`src/rtl/serial_subtractor_pkg.sv`:
```
// Shared definitions for the digit-serial subtractor: FSM encoding and
// elaboration-time sizing helpers.
package serial_subtractor_pkg;

  typedef enum logic [1:0] {
    IDLE = 2'b00,
    RUN  = 2'b01,
    DONE = 2'b10
  } state_t;

  // N_DIGITS = WIDTH / DIGIT; evaluated per instance since packages are not parameterised
  function automatic int n_digits(input int width, input int digit);
    return width / digit;
  endfunction

  function automatic int cnt_width(input int n);
    return (n > 1) ? $clog2(n) : 1;
  endfunction

endpackage

```
`src/rtl/serial_subtractor_digit.sv`:
```
// Combinational DIGIT-bit ripple of full-subtract cells, LSB first.
module digit_subtractor #(
  parameter int DIGIT = 1
) (
  input  logic [DIGIT-1:0] a,
  input  logic [DIGIT-1:0] b,
  input  logic             bw_in,
  output logic [DIGIT-1:0] d,
  output logic             bw_out
);

  always_comb begin
    logic bw;
    bw = bw_in;
    d  = '0;
    for (int unsigned i = 0; i < DIGIT; i++) begin
      d[i] = a[i] ^ b[i] ^ bw;
      bw   = (~a[i] & b[i]) | (~(a[i] ^ b[i]) & bw);
    end
    bw_out = bw;
  end

endmodule

```
`src/rtl/serial_subtractor.sv`:
```
// Digit-serial two's-complement subtractor: diff = a - b - borrow_in over
// WIDTH/DIGIT cycles, with ready/valid handshakes on both sides.
module serial_subtractor
  import serial_subtractor_pkg::*;
#(
  parameter int WIDTH = 8,
  parameter int DIGIT = 1
) (
  input  logic             clk,
  input  logic             rst,
  input  logic             in_valid,
  output logic             in_ready,
  input  logic [WIDTH-1:0] a,
  input  logic [WIDTH-1:0] b,
  input  logic             borrow_in,
  output logic             out_valid,
  input  logic             out_ready,
  output logic [WIDTH-1:0] diff,
  output logic             borrow_out,
  output logic             overflow
);

  localparam int N  = n_digits(WIDTH, DIGIT);
  localparam int CW = cnt_width(N);

  if (DIGIT < 1 || (WIDTH % DIGIT) != 0) begin : g_bad_params
    $error("serial_subtractor: WIDTH must be a positive multiple of DIGIT");
  end

  state_t           state, state_next;
  logic [WIDTH-1:0] a_sh, b_sh, res_sh;
  logic [WIDTH-1:0] a_next, b_next, res_next;
  logic             bw;
  logic [CW-1:0]    cnt;
  logic             a_msb, b_msb;
  logic [DIGIT-1:0] slice_d;
  logic             slice_bw;
  logic             last;

  assign last      = (cnt == CW'(N - 1));
  assign in_ready  = (state == IDLE);
  assign out_valid = (state == DONE);

  digit_subtractor #(.DIGIT(DIGIT)) u_digit (
    .a      (a_sh[DIGIT-1:0]),
    .b      (b_sh[DIGIT-1:0]),
    .bw_in  (bw),
    .d      (slice_d),
    .bw_out (slice_bw)
  );

  // With a single digit the whole word goes through the chain at once, so no shifting.
  if (DIGIT == WIDTH) begin : g_full
    assign a_next   = '0;
    assign b_next   = '0;
    assign res_next = slice_d;
  end else begin : g_shift
    assign a_next   = {{DIGIT{1'b0}}, a_sh[WIDTH-1:DIGIT]};
    assign b_next   = {{DIGIT{1'b0}}, b_sh[WIDTH-1:DIGIT]};
    assign res_next = {slice_d, res_sh[WIDTH-1:DIGIT]};
  end

  always_comb begin
    state_next = state;
    case (state)
      IDLE:    if (in_valid) state_next = RUN;
      RUN:     if (last) state_next = DONE;
      DONE:    if (out_ready) state_next = IDLE;
      default: state_next = IDLE;
    endcase
  end

  always_ff @(posedge clk or posedge rst) begin
    if (rst) state <= IDLE;
    else     state <= state_next;
  end

  always_ff @(posedge clk or posedge rst) begin
    if (rst) begin
      a_sh       <= '0;
      b_sh       <= '0;
      res_sh     <= '0;
      bw         <= 1'b0;
      cnt        <= '0;
      a_msb      <= 1'b0;
      b_msb      <= 1'b0;
      diff       <= '0;
      borrow_out <= 1'b0;
      overflow   <= 1'b0;
    end else begin
      case (state)
        IDLE: if (in_valid) begin
          a_sh   <= a;
          b_sh   <= b;
          bw     <= borrow_in;
          cnt    <= '0;
          a_msb  <= a[WIDTH-1];
          b_msb  <= b[WIDTH-1];
          res_sh <= '0;
        end
        RUN: begin
          a_sh   <= a_next;
          b_sh   <= b_next;
          res_sh <= res_next;
          bw     <= slice_bw;
          cnt    <= last ? '0 : cnt + CW'(1);
          if (last) begin
            diff       <= res_next;
            borrow_out <= slice_bw;
            overflow   <= (a_msb ^ b_msb) & (res_next[WIDTH-1] ^ a_msb);
          end
        end
        default: ;
      endcase
    end
  end

endmodule
```
`config.mk`:
```
export PLATFORM = sky130hd
export DESIGN_NAME = serial_subtractor
export DESIGN_NICKNAME = d
export VERILOG_FILES = /design/src/rtl/serial_subtractor_pkg.sv /design/src/rtl/serial_subtractor_digit.sv /design/src/rtl/serial_subtractor.sv
export SDC_FILE = /design/constraint.sdc
export NUM_CORES = 1
export LEC_CHECK = 0
export CORE_UTILIZATION = 51
export CTS_CLUSTER_SIZE = 25
export DETAILED_ROUTE_END_ITERATION = 16
export PLACE_DENSITY_LB_ADDON = 0.3
export SLEW_MARGIN = 20
export SYNTH_ARGS = -nofsm -noshare
export SYNTH_HDL_FRONTEND = slang
export SYNTH_HIERARCHICAL = 1
export SYNTH_SLANG_ARGS = --single-unit
```
`constraint.sdc`:
```
create_clock -name clk -period 1.95 [get_ports clk]
set_input_delay 0.39 -clock clk [delete_from_list [all_inputs] [get_ports clk]]
set_output_delay 0.39 -clock clk [all_outputs]
set_load 0.01 [all_outputs]
```
==> out/metrics.cfg <==
[critical_path]
reg2reg_slack_ns = 0.25
crit_type = register to primary output
regToRegEndpoint = diff[3]$_DFFE_PP0P_
timing.rr.start = cnt[0]$_DFFE_PP0P_
r2r_cells = 4
end_kind = primary output
cp_data_required_time_ns = 1.56
cp.arrival_ns = 1.48
crit_fanout = 7
critPathLaunchType = register

[pwr]
p_leak_nw = 1.05
p_per_area_mw_per_mm2 = 1450
p_switching_mw = 1.05
sw_frac_of_total_pct = 32.3
power_frac_seq_pct = 43.8
p_int_mw = 2.21
p_clk_share_pct = 17.2
power_frac_comb_pct = 39.0
vdd_drop_max_mv = 0.728

[floorplan]
die_x_um = 60.4
die_height_um = 60.4
num_rows = 20
initial_core_util_pct = 55.2
dieArea_mm2 = 0.00365
pin_count = 33
core_area_mm2 = 0.00315

[final_layout]
areaGrowthSynthToFinish_pct = 29.6
drive_gt1_share_pct = 17.1
fillers = 256
mostFrequentLayoutCells = dfrtp_1, clkdlybuf4s50_1, o21ai_0, nand2_1
layout_commonest_cell = dfrtp_1
antennaDiodeCount = 0
nets = 216

[grt]
grt_start_max_net_pins = 42
grtUsageTotal_pct = 20.4
grtUsageMet2_pct = 33.9
grt_pass1_vias = 1217
met1_usage_pct = 25.4
grt_pass1_wl_um = 5330
busiest_layer = met2
grt_antenna_before_repair = 0
overflow = 0
met3_usage_pct = 6.40

[clock_network]
path_clk_slew_ns = 0.11
cts_root_buf = clkbuf_4
tritoncts = built
hold_buffers = 0
numCtsBuffers = 5
clock-sinks = 41
clockBufferDepth = 2
cts_max_level = 2
insertion_delay_ns = 0.34

[timing]
hold_violations = 0
period_share_pct = 96.0
max_freq_mhz = 534
worst_slew_pin_slew_ns = 0.499
fin_crit_ns = 1.87
setup_viol = 0
clock_skew_ns = 0.00461
rsz0062_at_grt = no
worst_slack_ns = 0.0785
tns_ns = 0
max_slew_margin_pct = 66.7
slew_viol_final = 0

[detailed_routing]
finalWirelength_um = 3330
first_iter_violations = 63
vias_per_cell = 5.33
wl_per_cell_um = 14.1
via_count = 1264
drc = 0
ant_nets = 0
drt-pass1-iter-count = 4

[placement]
io_buffers = 32
pre_cts_slack_ns = 0.156
dp_hpwl_um = 2400
gp_congestion = 0.747

[logic_synthesis]
ys_warn_count = 6
yosysUniqueCellTypes = 21
ys_seq_area_share_pct = 59.0
syn_area_mm2 = 0.00174
avgSynthCellArea_um2 = 11.7
syn_nets = 173
ys_ff_latch = 41
syn_inst = 149

[worst_hold_path]
hp-class = input port to async pin

[run]
maxCapViolCount = 0

[status]
status = finished clean

-- area by class of cell --
class	count	area, um2	share of cell area [%]
clock buffers	7	55.1	2.44
clock inverters	1	30.0	1.33
inverters	6	22.5	0.998
multi-input cells	93	646	28.6
flip-flops and latches	41	1030	45.5
well taps	44	55.1	2.44
repair buffers	45	420	18.6
-- registers in the layout (all words and copies together) (netlist names) --
name        flops
bw              1
b_sh            8
cnt             3
diff            8
a_sh            8
a_msb           1
res_sh          7
b_msb           1
state           2
borrow_out      1
overflow        1
-- cell usage after synthesis (all sizes together) --
library cell	n	area, um2
inv	6	22.5
fa	1	20.0
a22o	11	96.3
nor3b	1	7.51
a21oi	6	30.0
nor2b	6	37.5
buf	8	42.5
o21ai	18	90.1
mux2	11	124
o21bai	1	11.3
a22oi	13	97.6
nor2	2	7.51
nand3b	1	7.51
and2b	1	7.51
clkbuf	1	3.75
ha	2	25.0
nand2	16	60.1
nand2b	1	6.26
and3b	2	17.5
dfrtp	41	1030
-- stage by stage --
stage	hold WS (ns)	utilization (%)	power, mW	std cells	instance area [um2]
finish	0.473	71.5	3.26	237	2260
global route	0.479	71.5	3.51	237	2260
CTS	0.473	71.0	3.28	235	2240
detailed placement	0.472	68.3	2.72	227	2150
global placement	0.460	68.3	2.64	227	2150
floorplan	0.450	-	2.20	149	1740
-- logic make-up (layout without fill, tap and decap cells) --
kind of cell,after synthesis,after routing,share of synthesized area [%]
AOI/OAI and AO/OA,49,49,18.7
and+or+nand+nor,30,30,8.70
DFF,41,41,59.0
muxes,11,11,7.12
buffers and inverters,15,59,3.95
adders and majority gates,3,3,2.59
-- timing repair --
item,CTS,global route
gates resized for setup,1,1
setup buffers,0,2
endpoints found under the setup margin,1,2
-- power groups by stage --
stage | clock network [mW] | registers [mW] | logic, mW
6_report | 0.560 | 1.43 | 1.27
5_1_grt | 0.618 | 1.47 | 1.43
4_1_cts | 0.577 | 1.43 | 1.27
3_5_place_dp | 0 | 1.45 | 1.27
3_3_place_gp | 0 | 1.42 | 1.21
2_1_floorplan | 0 | 1.43 | 0.768
-- metal layers --
layer | routed length (um) | vias to the layer above
met4 | 34 | 0
li1 | - | 613
met3 | 180 | 4
met1 | 1470 | 611
met2 | 1650 | 36
met5 | 0 | -
-- how the worst max path moves through the flow --
stage / startpoint / endpoint / slack [ns]
3_3_place_gp: in_valid / a_msb$_DFFE_PP0P_ / 0.18
3_5_place_dp: in_valid / b_msb$_DFFE_PP0P_ / 0.16
2_1_floorplan: cnt[0]$_DFFE_PP0P_ / borrow_out$_DFFE_PP0P_ / 0.42
6_report: state[1]$_DFFE_PP0P_ / in_ready / 0.08
4_1_cts: state[0]$_DFFE_PP0P_ / out_valid / 0.02
5_1_grt: state[0]$_DFFE_PP0P_ / in_ready / 0.002
-- worst max-delay path: stages (launching register included) --
cell             delay, ns
dfrtp_2               0.46
nor2_1                0.13
clkdlybuf4s50_1       0.55
(Power assumes the default switching activity.)
